<file path="src/rtl/commit_stage_np.sv">
// N-port in-order commit stage: retires scoreboard heads to the register files, LSU and CSR file,
// sequences fences/AMOs through a small FSM and keeps retirement/stall counters.
package commit_stage_np_pkg;

  typedef enum logic [3:0] {
    NONE, LOAD, STORE, ALU, CTRL_FLOW, MULT, CSR, FPU, FPU_VEC
  } fu_t;

  typedef enum logic [7:0] {
    ADD, SUB, ANDL, ORL, XORL, SLL, SRL,
    LD, SD,
    AMO_LRD, AMO_SCD, AMO_SWAPD, AMO_ADDD,
    CSR_WRITE, CSR_READ, CSR_SET, CSR_CLEAR,
    FENCE, FENCE_I, SFENCE_VMA,
    FLD, FSD, FADD, FMUL, FCVT_F2I, FCVT_I2F, FMV_F2X, FMV_X2F, VFADD
  } fu_op;

  typedef struct packed {
    logic [63:0] cause;
    logic [63:0] tval;
    logic        valid;
  } exception_t;

  typedef struct packed {
    logic [63:0] pc;
    fu_t         fu;
    fu_op        op;
    logic [4:0]  rd;
    logic [63:0] result;
    logic        valid;
    exception_t  ex;
  } scoreboard_entry_t;

  typedef struct packed {
    logic        ack;
    logic [63:0] result;
  } amo_resp_t;

  function automatic logic is_amo(input fu_op op);
    return op inside {AMO_LRD, AMO_SCD, AMO_SWAPD, AMO_ADDD};
  endfunction

  function automatic logic is_rd_fpr(input fu_op op);
    return op inside {FLD, FADD, FMUL, FCVT_I2F, FMV_X2F, VFADD};
  endfunction

endpackage

module commit_stage_np
  import commit_stage_np_pkg::*;
#(
  parameter int unsigned NR_COMMIT_PORTS = 2,
  parameter int unsigned CNT_W           = 64
) (
  input  logic                                       clk_i,
  input  logic                                       rst_ni,
  input  logic                                       halt_i,
  input  logic                                       flush_dcache_i,
  input  logic                                       single_step_i,
  input  scoreboard_entry_t [NR_COMMIT_PORTS-1:0]    commit_instr_i,
  output logic [NR_COMMIT_PORTS-1:0]                 commit_ack_o,
  output logic [NR_COMMIT_PORTS-1:0][4:0]            waddr_o,
  output logic [NR_COMMIT_PORTS-1:0][63:0]           wdata_o,
  output logic [NR_COMMIT_PORTS-1:0]                 we_gpr_o,
  output logic [NR_COMMIT_PORTS-1:0]                 we_fpr_o,
  input  amo_resp_t                                  amo_resp_i,
  output logic                                       amo_valid_commit_o,
  output logic                                       commit_lsu_o,
  input  logic                                       commit_lsu_ready_i,
  input  logic                                       no_st_pending_i,
  output logic [63:0]                                pc_o,
  output fu_op                                       csr_op_o,
  output logic [63:0]                                csr_wdata_o,
  input  logic [63:0]                                csr_rdata_i,
  input  exception_t                                 csr_exception_i,
  output logic                                       csr_write_fflags_o,
  output logic                                       commit_csr_o,
  output logic                                       dirty_fp_state_o,
  output logic                                       fence_o,
  output logic                                       fence_i_o,
  output logic                                       sfence_vma_o,
  output logic                                       flush_commit_o,
  output exception_t                                 exception_o,
  output logic [$clog2(NR_COMMIT_PORTS+1)-1:0]       retire_cnt_o,
  output logic [CNT_W-1:0]                           instret_o,
  output logic [CNT_W-1:0]                           stall_cycles_o
);

  localparam int unsigned C = $clog2(NR_COMMIT_PORTS + 1);

  localparam logic [1:0] S_IDLE     = 2'd0;
  localparam logic [1:0] S_DRAIN    = 2'd1;
  localparam logic [1:0] S_AMO_WAIT = 2'd2;
  localparam logic [1:0] S_FLUSH    = 2'd3;

  localparam logic [1:0] FK_FENCE   = 2'd0;
  localparam logic [1:0] FK_FENCE_I = 2'd1;
  localparam logic [1:0] FK_SFENCE  = 2'd2;

  logic [1:0]        state_q, state_d;
  logic [1:0]        fkind_q, fkind_d;
  logic [CNT_W-1:0]  instret_q, instret_d;
  logic [CNT_W-1:0]  stall_q, stall_d;

  scoreboard_entry_t p0;
  logic              dcache_fence0, is_fence0, is_amo0, is_csr0, elig0;
  logic [1:0]        kind0;
  logic              fire_fence;
  logic [1:0]        fire_kind;
  logic              others_ok;
  exception_t        exc;
  logic              unused_bits;

  assign unused_bits = ^{commit_instr_i, csr_exception_i};

  assign p0            = commit_instr_i[0];
  assign pc_o          = p0.pc;
  assign dcache_fence0 = flush_dcache_i && (p0.fu != STORE);
  assign is_fence0     = dcache_fence0 || (p0.op inside {FENCE, FENCE_I, SFENCE_VMA});
  assign is_amo0       = (p0.fu == STORE) && is_amo(p0.op);
  assign is_csr0       = (p0.fu == CSR) && !is_fence0;
  assign elig0         = rst_ni && p0.valid && !p0.ex.valid && !halt_i;

  always_comb begin
    if (dcache_fence0 || p0.op == FENCE_I) kind0 = FK_FENCE_I;
    else if (p0.op == SFENCE_VMA)          kind0 = FK_SFENCE;
    else                                   kind0 = FK_FENCE;
  end

  // Only port 0 can raise an exception; a pending AMO masks the CSR file's.
  always_comb begin
    exc = '0;
    if (rst_ni && p0.valid && !halt_i) begin
      if (p0.ex.valid) begin
        exc = p0.ex;
      end else if (state_q != S_AMO_WAIT && csr_exception_i.valid) begin
        exc.cause = csr_exception_i.cause;
        exc.tval  = p0.ex.tval;
        exc.valid = 1'b1;
      end
    end
  end
  assign exception_o = exc;

  always_comb begin
    commit_ack_o       = '0;
    we_gpr_o           = '0;
    we_fpr_o           = '0;
    commit_lsu_o       = 1'b0;
    amo_valid_commit_o = 1'b0;
    csr_op_o           = ADD;
    csr_wdata_o        = '0;
    csr_write_fflags_o = 1'b0;
    commit_csr_o       = 1'b0;
    dirty_fp_state_o   = 1'b0;
    fence_o            = 1'b0;
    fence_i_o          = 1'b0;
    sfence_vma_o       = 1'b0;
    flush_commit_o     = 1'b0;
    fire_fence         = 1'b0;
    fire_kind          = FK_FENCE;
    state_d            = state_q;
    fkind_d            = fkind_q;
    for (int k = 0; k < NR_COMMIT_PORTS; k++) begin
      waddr_o[k] = commit_instr_i[k].rd;
      wdata_o[k] = commit_instr_i[k].result;
    end

    unique case (state_q)
      S_IDLE: begin
        if (elig0) begin
          if (is_fence0) begin
            if (no_st_pending_i) begin
              commit_ack_o[0] = 1'b1;
              fire_fence      = 1'b1;
              fire_kind       = kind0;
              state_d         = S_FLUSH;
            end else begin
              fkind_d = kind0;
              state_d = S_DRAIN;
            end
          end else if (is_amo0) begin
            amo_valid_commit_o = 1'b1;
            if (amo_resp_i.ack) begin
              commit_ack_o[0] = 1'b1;
              wdata_o[0]      = amo_resp_i.result;
              flush_commit_o  = 1'b1;
              state_d         = S_FLUSH;
            end else begin
              state_d = S_AMO_WAIT;
            end
          end else begin
            unique case (p0.fu)
              ALU, LOAD, MULT, CTRL_FLOW, FPU, FPU_VEC: commit_ack_o[0] = 1'b1;
              STORE: begin
                if (commit_lsu_ready_i) begin
                  commit_ack_o[0] = 1'b1;
                  commit_lsu_o    = 1'b1;
                end
              end
              CSR: begin
                if (!csr_exception_i.valid) begin
                  commit_ack_o[0] = 1'b1;
                  commit_csr_o    = 1'b1;
                  wdata_o[0]      = csr_rdata_i;
                  csr_op_o        = p0.op;
                  csr_wdata_o     = p0.result;
                end
              end
              default: ;
            endcase
          end
        end
      end
      S_DRAIN: begin
        if (rst_ni && !halt_i && p0.valid && no_st_pending_i) begin
          commit_ack_o[0] = 1'b1;
          fire_fence      = 1'b1;
          fire_kind       = fkind_q;
          state_d         = S_FLUSH;
        end
      end
      S_AMO_WAIT: begin
        amo_valid_commit_o = rst_ni;
        if (rst_ni && !halt_i && amo_resp_i.ack) begin
          commit_ack_o[0] = 1'b1;
          wdata_o[0]      = amo_resp_i.result;
          flush_commit_o  = 1'b1;
          state_d         = S_FLUSH;
        end
      end
      default: state_d = S_IDLE;
    endcase

    if (fire_fence) begin
      unique case (fire_kind)
        FK_FENCE_I: fence_i_o    = 1'b1;
        FK_SFENCE:  sfence_vma_o = 1'b1;
        default:    fence_o      = 1'b1;
      endcase
    end

    for (int k = 1; k < NR_COMMIT_PORTS; k++) begin
      commit_ack_o[k] = commit_ack_o[k-1] && others_ok
                        && commit_instr_i[k].valid && !commit_instr_i[k].ex.valid
                        && (commit_instr_i[k].fu inside {ALU, LOAD, CTRL_FLOW, MULT, FPU, FPU_VEC});
    end

    // fflags accrue from every retiring FP op; CSR never retires alongside one.
    for (int k = 0; k < NR_COMMIT_PORTS; k++) begin
      we_fpr_o[k] = commit_ack_o[k] && is_rd_fpr(commit_instr_i[k].op);
      we_gpr_o[k] = commit_ack_o[k] && !is_rd_fpr(commit_instr_i[k].op);
      if (commit_ack_o[k] && (commit_instr_i[k].fu inside {FPU, FPU_VEC})) begin
        csr_write_fflags_o = 1'b1;
        csr_wdata_o        = csr_wdata_o | {59'd0, commit_instr_i[k].ex.cause[4:0]};
      end
      if (commit_ack_o[k] && ((commit_instr_i[k].fu inside {FPU, FPU_VEC})
                              || is_rd_fpr(commit_instr_i[k].op)))
        dirty_fp_state_o = 1'b1;
    end
  end

  assign others_ok = (state_q == S_IDLE) && !is_csr0 && !is_fence0 && !is_amo0
                     && !halt_i && !flush_dcache_i && !single_step_i && !exc.valid;

  always_comb begin
    retire_cnt_o = '0;
    for (int k = 0; k < NR_COMMIT_PORTS; k++)
      retire_cnt_o = retire_cnt_o + C'(commit_ack_o[k]);
  end

  assign instret_d      = instret_q + CNT_W'(retire_cnt_o);
  assign stall_d        = stall_q + CNT_W'(p0.valid && !commit_ack_o[0]);
  assign instret_o      = instret_q;
  assign stall_cycles_o = stall_q;

  always_ff @(posedge clk_i or negedge rst_ni) begin
    if (!rst_ni) begin
      state_q   <= S_IDLE;
      fkind_q   <= FK_FENCE;
      instret_q <= '0;
      stall_q   <= '0;
    end else begin
      state_q   <= state_d;
      fkind_q   <= fkind_d;
      instret_q <= instret_d;
      stall_q   <= stall_d;
    end
  end

endmodule
</file>
<file path="config.mk">
export PLATFORM = sky130hd
export DESIGN_NAME = commit_stage_np
export DESIGN_NICKNAME = d
export VERILOG_FILES = /design/src/rtl/commit_stage_np.sv
export SDC_FILE = /design/constraint.sdc
export NUM_CORES = 1
export LEC_CHECK = 0
export CORE_AREA = 2 2 527 529
export DETAILED_ROUTE_END_ITERATION = 7
export DIE_AREA = 0 0 529 531
export MAX_ROUTING_LAYER = met4
export PLACE_DENSITY = 0.3
export SLEW_MARGIN = 20
export SYNTH_ARGS = -nofsm -noshare
export SYNTH_HDL_FRONTEND = slang
export SYNTH_SLANG_ARGS = --single-unit
</file>
<file path="constraint.sdc">
create_clock -name clk_i -period 7.9 [get_ports clk_i]
set_input_delay 1.185 -clock clk_i [delete_from_list [all_inputs] [get_ports clk_i]]
set_output_delay 1.185 -clock clk_i [all_outputs]
set_load 0.05 [all_outputs]
</file>
Word-level counts from Yosys, hierarchy flattened
Index checks and enable logic that the tools add are counted.

storage, ports and cells
  register bits = 132
  bits in latches = 0
  RAM bits = 0
  memory bits (read-only) = 0
  input port bits = 815
  output and inout bits = 548
  memories kept = 0

cells by class
  add/subtract/negate cells = 3
  $mul = 0
  div/mod/pow operators = 0
  order comparisons = 0
  eq/ne operators = 43
  shift operators = 0
  muxes and demuxes = 82
  bitwise operators = 3
  reduce and logical (&&, ||, !) cells = 60

operators with widths
  kind                  number
  $mux W64              15
  $mux W129             3
  $or A64 B5 Y64        2
  $pmux W64 S2          1
  $eq A8 B5 Y1 const B  15
  $add A64 B1 Y64       1
  $add A64 B2 Y64       1
  $mux W8               6
  $mux W1               38
  $eq A8 B4 Y1 const B  4
  $logic_and A1 B1 Y1   32
  $eq A4 B3 Y1 const B  7
  $mux W2               12
  $reduce_bool A6 Y1    3
  $eq A4 B2 Y1 const B  3
  $logic_not A1 Y1      12
  $eq A4 B1 Y1 const B  2
  $eq A4 B4 Y1 const B  2
  $ne A2 B2 Y1 const B  4
  $reduce_and A4 Y1     2
  $pmux W1 S2           3
  $pmux W1 S3           2
  $pmux W2 S3           1
  $reduce_or A6 Y1      1
  13 further kinds      19

Depth between registers and ports, before layout
Gate-level depths: netlist of run 1.

  depth in word-level cells = 19
  depth in mapped cells = 19
  gate-level depth less buffers = 17

Least setup slack after synthesis of run 1
No wires, ideal clock.

  path type = input -> register
  start point = input commit_instr_i[207] (netlist name)
  end point = register instret_q[42], in the netlist instret_o[42]
  setup time = 0.143 ns
  data arrival time = 5.740 ns
  setup slack = 2.017 ns
  stages = 16
  buffers on the path = 1
  path through = or4b_4 a32oi_4 o32a_2 o311ai_4 a21o_1 nor2_1 ha_1 ha_1 fa_1 and4_1 nand3_1 or3b_1 clkbuf_1 nor2_1 nand4_1 xnor2_1

between the ends
  cells in the longest elaborated chain, start to end = 19
  elaborated cells between the ends (all ways) = 35
  those cells by class = 2 x add/sub; 9 x eq/ne; 5 x mux; 19 x reduce/logical

ends and longest elaborated chain
  element                                                    line  RTL
  from (decl)                                                60    input scoreboard_entry_t [NR_COMMIT_PORTS-1:0] commit_instr_i,
  branches (longest 13 deep; another with $reduce_or A6 Y1)  -
  $logic_and A1 B1 Y1 *                                      244   commit_ack_o[k] = commit_ack_o[k-1] && others_ok
  $logic_and A1 B1 Y1 * (2 in series)                        245   && commit_instr_i[k].valid && !commit_instr_i[k].ex.valid
  $logic_and A1 B1 Y1 *                                      246   && (commit_instr_i[k].fu inside {ALU, LOAD, CTRL_FLOW, MULT, FPU, FPU_VEC});
  named net commit_ack_o[1]                                  61    output logic [NR_COMMIT_PORTS-1:0] commit_ack_o,
  $add A1 B1 Y2 *                                            269   retire_cnt_o = retire_cnt_o + C'(commit_ack_o[k]);
  named net retire_cnt_o[0]                                  84    output logic [$clog2(NR_COMMIT_PORTS+1)-1:0] retire_cnt_o,
  $add A64 B2 Y64 *                                          272   assign instret_d = instret_q + CNT_W'(retire_cnt_o);
  named net instret_d[42]                                    102   logic [CNT_W-1:0] instret_q, instret_d;
  to (signal assigned)                                       286   instret_q <= instret_d;
  to (decl)                                                  102

Mark *: on every way through the listed nets, which the timed path passes.
A chain may end at the register's enable or synchronous reset.

Worst setup path after layout of run 1
  start point = input commit_instr_i[210] (netlist name)
  end point = output retire_cnt_o[1]

between the ends
  cells in the longest elaborated chain, start to end = 18
  elaborated cells between the ends (all ways) = 34
  those cells by class = 1 x add/sub; 9 x eq/ne; 5 x mux; 19 x reduce/logical

ends and longest elaborated chain
  element                                                    line
  branches (longest 17 deep; another with $reduce_or A6 Y1)  -
  $add A1 B1 Y2 *                                            269
  to (decl)                                                  84

Mark *: on every way between the ends.

==> results of run 1 <==
-- flip-flops by register name (all words and copies together), names as in the netlist --
signal          count
fkind_q             2
instret_o          64
stall_cycles_o     64
state_q             2
-- placed cells by master (no fill, tap or decap), types with 9 or more instances in the layout --
cell,count
nand3_1,170
xor2_1,44
o21a_1,65
and3_1,18
nand4_1,31
mux2i_1,67
xnor2_1,80
diode_2,27
inv_1,26
ha_1,10
o221ai_1,63
nand2_1,125
nor2_1,117
clkdlybuf4s50_1,789
o21ai_0,9
clkbuf_16,17
buf_4,76
a21oi_1,11
and4_1,11
nor3_1,23
nor2b_1,9
and2_1,140
dfrtp_1,132
-- worst max-delay path: cells and delay by family --
family | cells | cell delay (ns)
simple gates | 4 | 1.81
buf+inv | 2 | 1.46
compound gates | 2 | 0.53
fa+ha+maj | 1 | 0.32
-- how the worst max path moves through the flow --
| stage | endpoint | slack [ns] | depth (start not counted) |
|---|---|---|---|
| after floorplan | instret_o[42] | 2.02 | 16 |
| after global placement | instret_o[44] | 1.25 | 16 |
| after detailed placement | instret_o[42] | 1.12 | 16 |
| after CTS | wdata_o[30] | 1.28 | 8 |
| after global routing | retire_cnt_o[1] | 1.07 | 9 |
| final | retire_cnt_o[1] | 1.39 | 9 |
-- layout make-up --
type	count	area (um^2)
fillers	32000	251000
repair buffers	868	8520
multi-input cells	1070	7020
well taps	3607	4510
flip-flops and latches	132	3300
clock buffers	17	425
clock inverters	14	166
inverters	27	101
diodes	27	67.6
-- report_power, final --
| group | total (mW) | switching (mW) | internal [mW] |
|---|---|---|---|
| Combinational | 2.72 | 1.89 | 0.831 |
| Sequential | 0.743 | 0.0345 | 0.709 |
| Clock | 0.859 | 0.386 | 0.473 |
| Total | 4.33 | 2.31 | 2.01 |
-- metrics by stage --
step	area (um^2)	utilization [%]	std cells
3_3_place_gp	23500	8.52	5704
2_1_floorplan	11700	-	1449
5_1_grt	24100	8.75	5748
3_5_place_dp	23500	8.52	5704
4_1_cts	24100	8.74	5735
6_report	24100	8.76	5762
-- cell usage after synthesis (27+ instances only) --
| master | number | area [um^2] |
|---|---|---|
| nand3_1 | 172 | 861 |
| inv_1 | 27 | 101 |
| o221ai_1 | 63 | 552 |
| dfrtp_1 | 132 | 3300 |
| clkbuf_1 | 64 | 240 |
| nor2_1 | 117 | 439 |
| mux2i_1 | 67 | 671 |
| xor2_1 | 44 | 385 |
| buf_4 | 138 | 1040 |
| and2_1 | 140 | 876 |
| nand2_1 | 126 | 473 |
| o21a_1 | 66 | 495 |
| xnor2_1 | 80 | 701 |
| nand4_1 | 31 | 194 |
-- metal layers --
metal	vias to the layer above	wire length (um)
li1	6298	-
met1	6723	59100
met2	1194	74800
met3	341	34400
met4	0	6240
met5	-	0
-- cells by family after synthesis --
kind of cell,Yosys count,synth area share (%)
buffers and inverters,247,12.5
XOR/XNOR,124,9.28
multiplexers,70,6.02
AND/OR/NAND/NOR,691,30.6
flip-flops,132,28.2
adder cells (fa/ha/maj),12,1.35
AO/OA/AOI/OAI,173,12.0
==> out/qor.yml, run 1 <==
slowest_delay_ns: 0.93
antenna_found_initial: 135
first_iter_violations: 882
core-area_um2: 275000
end_kind: "primary output"
finalHoldViolCount: 0
postSynthAreaPerCell_um2: 8.07
worstSetupStartpoint: "commit_instr_i[210]"
grt_setup_unrepaired: "false"
cts.sinks: 132
syn-num-nets: 2276
cp.arrival_ns: 5.33
drc: 0
synth_area_um2: 11700
met1_usage_pct: 11.8
top_usage_layer: "met2"
setup_viol: 0
crit_path_cell_trace: "clkdlybuf4s50_1 -> nor4b_1 -> nand4_1 -> nor2_1 -> o311ai_4 -> a21o_1 -> nor2_1 -> ha_1 -> clkdlybuf4s50_1"
met2_usage_pct: 18.4
pwr_density_cell_nw_per_um2: 179
fin_crit_sh_pct: 82.4
required_ns: 6.71
grt_pass1_vias: 14300
cpMaxStageDelayCell: "clkdlybuf4s50_1"
fmax_mhz: 154
drive_gt1_share_pct: 6.58
grt_max_degree: 66
ant_nets: 0
drtPass1Iterations: 5
async_reset_ff_share_pct: 100
hold_depth: 1
grt_use_total_pct: 12.3
clockBufferDepth: 2
gp_congestion: 0.818
worstSkewPairLatency_ns: 0.47
wl_per_cell_um: 30.3
slew_headroom_pct: 27.4
layout_min_cycle_time_ns: 6.51
power.leakage_nw: 8.24
grt_pass1_wl_um: 206000
dieArea_um2: 281000
routed_wl_um: 175000
ir_worst_vdd_uv: 155
maxCapViolations: 0
reg2reg_depth: 16
initial_core_util_pct: 4.25
syn_inst: 1449
fin_tns_setup_ns: 0
postCtsSetupRepairBufs: 0
vias: 14600
use_met3_pct: 10.5
worstSetupPathType: "in -> out"
syn2layout_area_growth_pct: 106
synth_edf_count: 0
hold_ws_ns: 0.466
root_buffer: "clkbuf_16"
ys_seq_area_share_pct: 28.2
reg2reg_from: "state_q[1]"
clkTransAtPathRegs_ns: 0.06
crit_fanout: 7
setup_slack_ns: 1.39
hold_end: "instret_o[63]"
pre_cts_ws_ns: 1.12
io_buffers: 835
r2r_slack_ns: 2.09
rows: 193
io_pins: 1363
tightest_slew_ns: 1.07
num-nets-final: 2943
cts_resized: 0
worstSetupStartpointType: "input port"
die_w_um: 529
status: "finished clean"
hold_start: "instret_o[63]"
hpwl_um: 158000
dieHeight_um: 531
numCtsBuffers: 17
synthFlopType: "dfrtp_1"
ys_warn_count: 0
yosysUniqueCellTypes: 59
r2r_end: "instret_o[42]"
hp-class: "reg -> reg"
vias_per_cell: 2.53
finalMaxSlewViolations: 0
cts_tree: "yes"
cts_hold_buf: 0
cts_htree_levels: 4
skew_ns: 0.0310
p_total_mw: 4.33
ys_seq_elements: 132
gr-total-overflow: 0
No activity file was read; power rests on OpenSTA's default activity.
==> run 2, diff against run 1 <==
--- a/config.mk
+++ b/config.mk
@@ -5,9 +5,9 @@
 export SDC_FILE = /design/constraint.sdc
 export NUM_CORES = 1
 export LEC_CHECK = 0
-export CORE_AREA = 2 2 527 529
+export CORE_AREA = 2 2 529 531
 export DETAILED_ROUTE_END_ITERATION = 7
-export DIE_AREA = 0 0 529 531
+export DIE_AREA = 0 0 531 533
 export MAX_ROUTING_LAYER = met4
 export PLACE_DENSITY = 0.3
 export SLEW_MARGIN = 20
==> constraint.sdc (replaced) <==
create_clock -name clk_i -period 5.9 [get_ports clk_i]
set_input_delay 0.885 -clock clk_i [delete_from_list [all_inputs] [get_ports clk_i]]
set_output_delay 0.885 -clock clk_i [all_outputs]
set_load 0.05 [all_outputs]
==> run 2 against run 1 <==
Net effect: first-iteration DRC count decreased by 3.5%; final cell count grew 2.7%; setup slack got worse by 0.80 ns; flip-flop and latch count is the same; utilization up 0.15 points; clock skew fell by 0.013 ns; die area is 0.76% higher; register-to-register slack worse by 0.64 ns; highest routed layer unchanged.
==> out/qor.yml, run 2 (synthesis results as in run 1) <==
status: "finished clean"
antenna_found_initial: 110
drive_gt1_share_pct: 14.5
worstSetupStartpointType: "input port"
hpwl_um: 150000
syn2layout_area_growth_pct: 112
skew_ns: 0.0177
drc: 0
hp-class: "in -> async"
reg2reg_from: "state_q[0]"
pwr_density_cell_nw_per_um2: 241
design_area_um2: 24800
final_cell_mix: "650 x clkdlybuf4s50_1, 201 x buf_4, 170 x nand3_1"
grt_use_total_pct: 11.5
drtPass1Iterations: 5
worstSetupPathType: "in -> out"
reg2reg_depth: 18
r2r_slack_ns: 1.45
cts_htree_levels: 4
maxCapViolations: 0
layout_min_cycle_time_ns: 5.31
cts.sinks: 132
required_ns: 5.02
io_buffers: 835
clkTransAtPathRegs_ns: 0.08
cts_hold_buf: 0
routed_wl_um: 164000
p_total_mw: 5.97
initial_core_util_pct: 4.21
power.leakage_nw: 8.84
vias: 14400
layout_commonest_cell: "clkdlybuf4s50_1"
setup_slack_ns: 0.588
root_buffer: "clkbuf_16"
use_met3_pct: 9.76
finalMaxSlewViolations: 0
met1_usage_pct: 10.9
setup_viol: 0
wl_per_cell_um: 27.8
io_pins: 1363
grt_pass1_wl_um: 197000
fmax_mhz: 188
slew_headroom_pct: 33.4
pre_cts_ws_ns: 0.188
numCtsBuffers: 17
gr-total-overflow: 0
fin_crit_sh_pct: 90.0
ir_worst_vdd_uv: 190
ant_nets: 0
cts_tree: "yes"
gp_congestion: 0.830
final-seq-area_um2: 3300
cp.arrival_ns: 4.43
multi_input_area_um2: 7020
core-area_um2: 278000
r2r_end: "instret_o[42]"
postCtsSetupRepairBufs: 0
crit_fanout: 61
tightest_slew_ns: 0.997
grt_setup_unrepaired: "false"
placed_area_um2: 24100
worstSkewPairLatency_ns: 0.47
num-nets-final: 2977
finalHoldViolCount: 0
rows: 194
grt_pass1_vias: 14500
fillers: 32400
clockBufferDepth: 2
top_usage_layer: "met2"
dieHeight_um: 533
vias_per_cell: 2.43
grt_max_degree: 66
met2_usage_pct: 17.3
hold_ws_ns: 0.426
dieArea_um2: 283000
first_iter_violations: 851
cts_resized: 0
fin_tns_setup_ns: 0
end_kind: "primary output"
die_w_um: 531
run 2: changes by cell type in the layout (fill, tap and decap cells not counted), sizes merged:
cell           previous run  this run
buf                      79       252
bufinv                    2         1
clkbuf                   17        18
clkdlybuf4s50           789       650
clkinv                    4         3
clkinvlp                  1         3
diode                    27        30
run 2: layer usage:
| layer | routed length (um) | vias up |
|---|---|---|
| li1 | - | 6370 |
| met1 | 55500 | 6677 |
| met2 | 71100 | 1083 |
| met3 | 31900 | 263 |
| met4 | 5710 | 0 |
| met5 | 0 | - |
run 2: how the worst max path moves through the flow:
stage                            to                start  cells after the start
floorplan             instret_o[42]  commit_instr_i[207]                     16
global placement      instret_o[44]  commit_instr_i[210]                     19
detailed placement    instret_o[48]  commit_instr_i[210]                     17
CTS                 csr_wdata_o[28]  commit_instr_i[209]                      6
global route          instret_o[42]  commit_instr_i[210]                     19
finish              csr_wdata_o[28]  commit_instr_i[210]                      7
run 2: report_power, final:
group	switching, mW	internal [mW]
logic	2.51	1.34
clock network	0.524	0.605
registers	0.0463	0.949
total	3.08	2.89
run 2: worst max-delay path, stage by stage:
cell and delay (ns):
clkdlybuf4s50_1 0.53, or4b_4 0.61, a32oi_4 0.20, buf_4 0.20, and3_4 0.73, and2_1 0.33
clkdlybuf4s50_1 0.85
run 2: area by class of cell:
class / count / share of cell area [%]
Timing Repair Buffer: 902 / 36.4
Multi-Input combinational cell: 1070 / 28.4
Tap cell: 3724 / 18.8
Sequential cell: 132 / 13.3
Clock buffer: 18 / 1.77
Clock inverter: 14 / 0.571
Inverter: 27 / 0.409
Antenna cell: 30 / 0.303
run 2: through the flow:
step,cells,util [%]
finish,5917,8.91
detailed placement,5855,8.68
floorplan,1449,-
global route,5915,8.91
global placement,5855,8.68
CTS,5887,8.89
==> run 3, diff against run 2 <==
--- a/config.mk
+++ b/config.mk
@@ -5,9 +5,12 @@
 export SDC_FILE = /design/constraint.sdc
 export NUM_CORES = 1
 export LEC_CHECK = 0
-export CORE_AREA = 2 2 529 531
+export CELL_PAD_IN_SITES_DETAIL_PLACEMENT = 0
+export CELL_PAD_IN_SITES_GLOBAL_PLACEMENT = 1
+export CORE_AREA = 2 2 537 539
+export CTS_CLUSTER_SIZE = 8
 export DETAILED_ROUTE_END_ITERATION = 7
-export DIE_AREA = 0 0 531 533
+export DIE_AREA = 0 0 539 541
 export MAX_ROUTING_LAYER = met4
 export PLACE_DENSITY = 0.3
 export SLEW_MARGIN = 20
==> run 3 against run 2 <==
Net effect: clock power is essentially flat; combinational power grew 4%; wire length shrank 2.7%; hold slack lost 0.20 ns; clock-buffer cell count is the same; sequential share of layout area shrank 0.13 points; via count shrank 0.23%; critical path depth is the same; non-clock buffer count grew 13; global-route usage shrank 0.67 points; critical path type unchanged; critical endpoint is now commit_csr_o.
==> out/qor.yml, run 3 (synthesis results as in run 1) <==
cts.sinks: 132
skew_ns: 0.0243
initial_core_util_pct: 4.08
crit_buf_inv: 4
slowest_delay_ns: 0.82
gr-total-overflow: 0
slew_headroom_pct: 32.9
grt_setup_unrepaired: "false"
drc: 0
fmax_mhz: 194
hold_ws_ns: 0.226
grt_pass1_wl_um: 194000
final_cell_mix: "652 x clkdlybuf4s50_1, 203 x buf_4, 170 x nand3_1"
crit_path_cell_trace: "clkdlybuf4s50_1 -> or4b_4 -> a32oi_4 -> buf_4 -> and3_4 -> buf_4 -> clkdlybuf4s50_1"
reg2reg_from: "state_q[1]"
vias_per_cell: 2.40
first_iter_violations: 810
r2r_slack_ns: 1.33
required_ns: 5.02
ir_worst_vdd_uv: 195
wl_per_cell_um: 26.7
cts_htree_levels: 4
worstSetupPathType: "in -> out"
rows: 197
die_w_um: 539
pwr_density_cell_nw_per_um2: 245
io_pins: 1363
clockBufferDepth: 2
finalMaxSlewViolations: 0
crit_fanout: 57
drive_gt1_share_pct: 14.8
io_buffers: 835
power.leakage_nw: 8.94
cts_hold_buf: 0
multi_input_area_um2: 7020
cts_tree: "yes"
cpMaxStageDelayCell: "clkdlybuf4s50_1"
root_buffer: "clkbuf_16"
dieHeight_um: 541
cp.arrival_ns: 4.26
maxCapViolations: 0
core-area_um2: 286000
end_kind: "primary output"
numCtsBuffers: 17
worstSetupStartpointType: "input port"
final-seq-area_um2: 3300
hpwl_um: 144000
worstSkewPairLatency_ns: 0.47
ant_nets: 0
layout_min_cycle_time_ns: 5.15
fillers: 33500
crit_family: "buffers and inverters"
reg2reg_depth: 17
p_total_mw: 6.14
grt_max_degree: 129
antenna_found_initial: 78
finalHoldViolCount: 0
dieArea_um2: 292000
status: "finished clean"
routed_wl_um: 160000
fin_crit_sh_pct: 87.3
setup_viol: 0
grt_pass1_vias: 14700
grt_use_total_pct: 10.9
layout_commonest_cell: "clkdlybuf4s50_1"
clkTransAtPathRegs_ns: 0.09
postCtsSetupRepairBufs: 0
tightest_slew_ns: 1.00
cts_resized: 0
syn2layout_area_growth_pct: 114
r2r_end: "instret_o[54]"
num-nets-final: 2990
vias: 14400
fin_tns_setup_ns: 0
gp_congestion: 0.778
hp-class: "in -> async"
drtPass1Iterations: 5
==> run 3: cell count changes in the layout (fill, tap and decap cells not counted), sizes merged <==
cell,previous run,this run
diode,30,19
clkdlybuf4s50,650,652
inv,34,36
clkinv,3,1
buf,252,263
==> run 3: metrics by stage <==
stage | setup WS [ns] | instances | instance area (um^2) | util [%]
finish | 0.751 | 5976 | 25000 | 8.73
global placement | 0.317 | 5925 | 24400 | 8.52
global route | 0.524 | 5970 | 25000 | 8.73
floorplan | 0.317 | 1449 | 11700 | -
detailed placement | 0.298 | 5925 | 24400 | 8.52
CTS | 0.656 | 5957 | 25000 | 8.72
==> run 3: how the worst max path moves through the flow <==
| stage | endpoint | cells past startpoint | slack, ns | start |
|---|---|---|---|---|
| 2_1_floorplan | instret_o[42] | 16 | 0.32 | commit_instr_i[207] |
| 3_3_place_gp | instret_o[52] | 16 | 0.32 | commit_instr_i[207] |
| 3_5_place_dp | instret_o[54] | 16 | 0.30 | commit_instr_i[207] |
| 4_1_cts | commit_csr_o | 7 | 0.66 | commit_instr_i[207] |
| 5_1_grt | instret_o[58] | 16 | 0.52 | commit_instr_i[207] |
| 6_report | commit_csr_o | 7 | 0.75 | commit_instr_i[207] |
==> run 3: layer usage <==
| metal | vias up | track usage [%] | part of all wire (%) |
|---|---|---|---|
| li1 | 6384 | - | - |
| met1 | 6800 | 11.1 | 36 |
| met2 | 986 | 16.9 | 45 |
| met3 | 190 | 8.12 | 17 |
| met4 | 0 | 1.59 | 1.8 |
| met5 | - | - | 0 |
==> run 3: report_power, final <==
part / leakage [nW] / total [mW] / internal [mW] / switching [mW]
sequential: 1.76 / 0.994 / 0.948 / 0.0459
clock: 0.272 / 1.15 / 0.594 / 0.552
combinational: 6.91 / 4.00 / 1.43 / 2.57
total: 8.94 / 6.14 / 2.97 / 3.16
==> run 3: final cells by class <==
cell class	count	share of cell area, %
Tap cell	3781	18.9
Inverter	27	0.405
Sequential cell	132	13.2
Antenna cell	19	0.190
Clock buffer	18	1.72
Multi-Input combinational cell	1070	28.1
Clock inverter	14	0.555
Timing Repair Buffer	915	37.0
==> run 3: worst register-to-register path: cells and delay by family, from the launching register on <==
| kind | cells | cell delay [ns] |
|---|---|---|
| buf+inv | 2 | 0.28 |
| fa+ha+maj | 4 | 1.02 |
| xor+xnor | 1 | 0.16 |
| simple gates | 10 | 2.61 |
| flops | 1 | 0.43 |
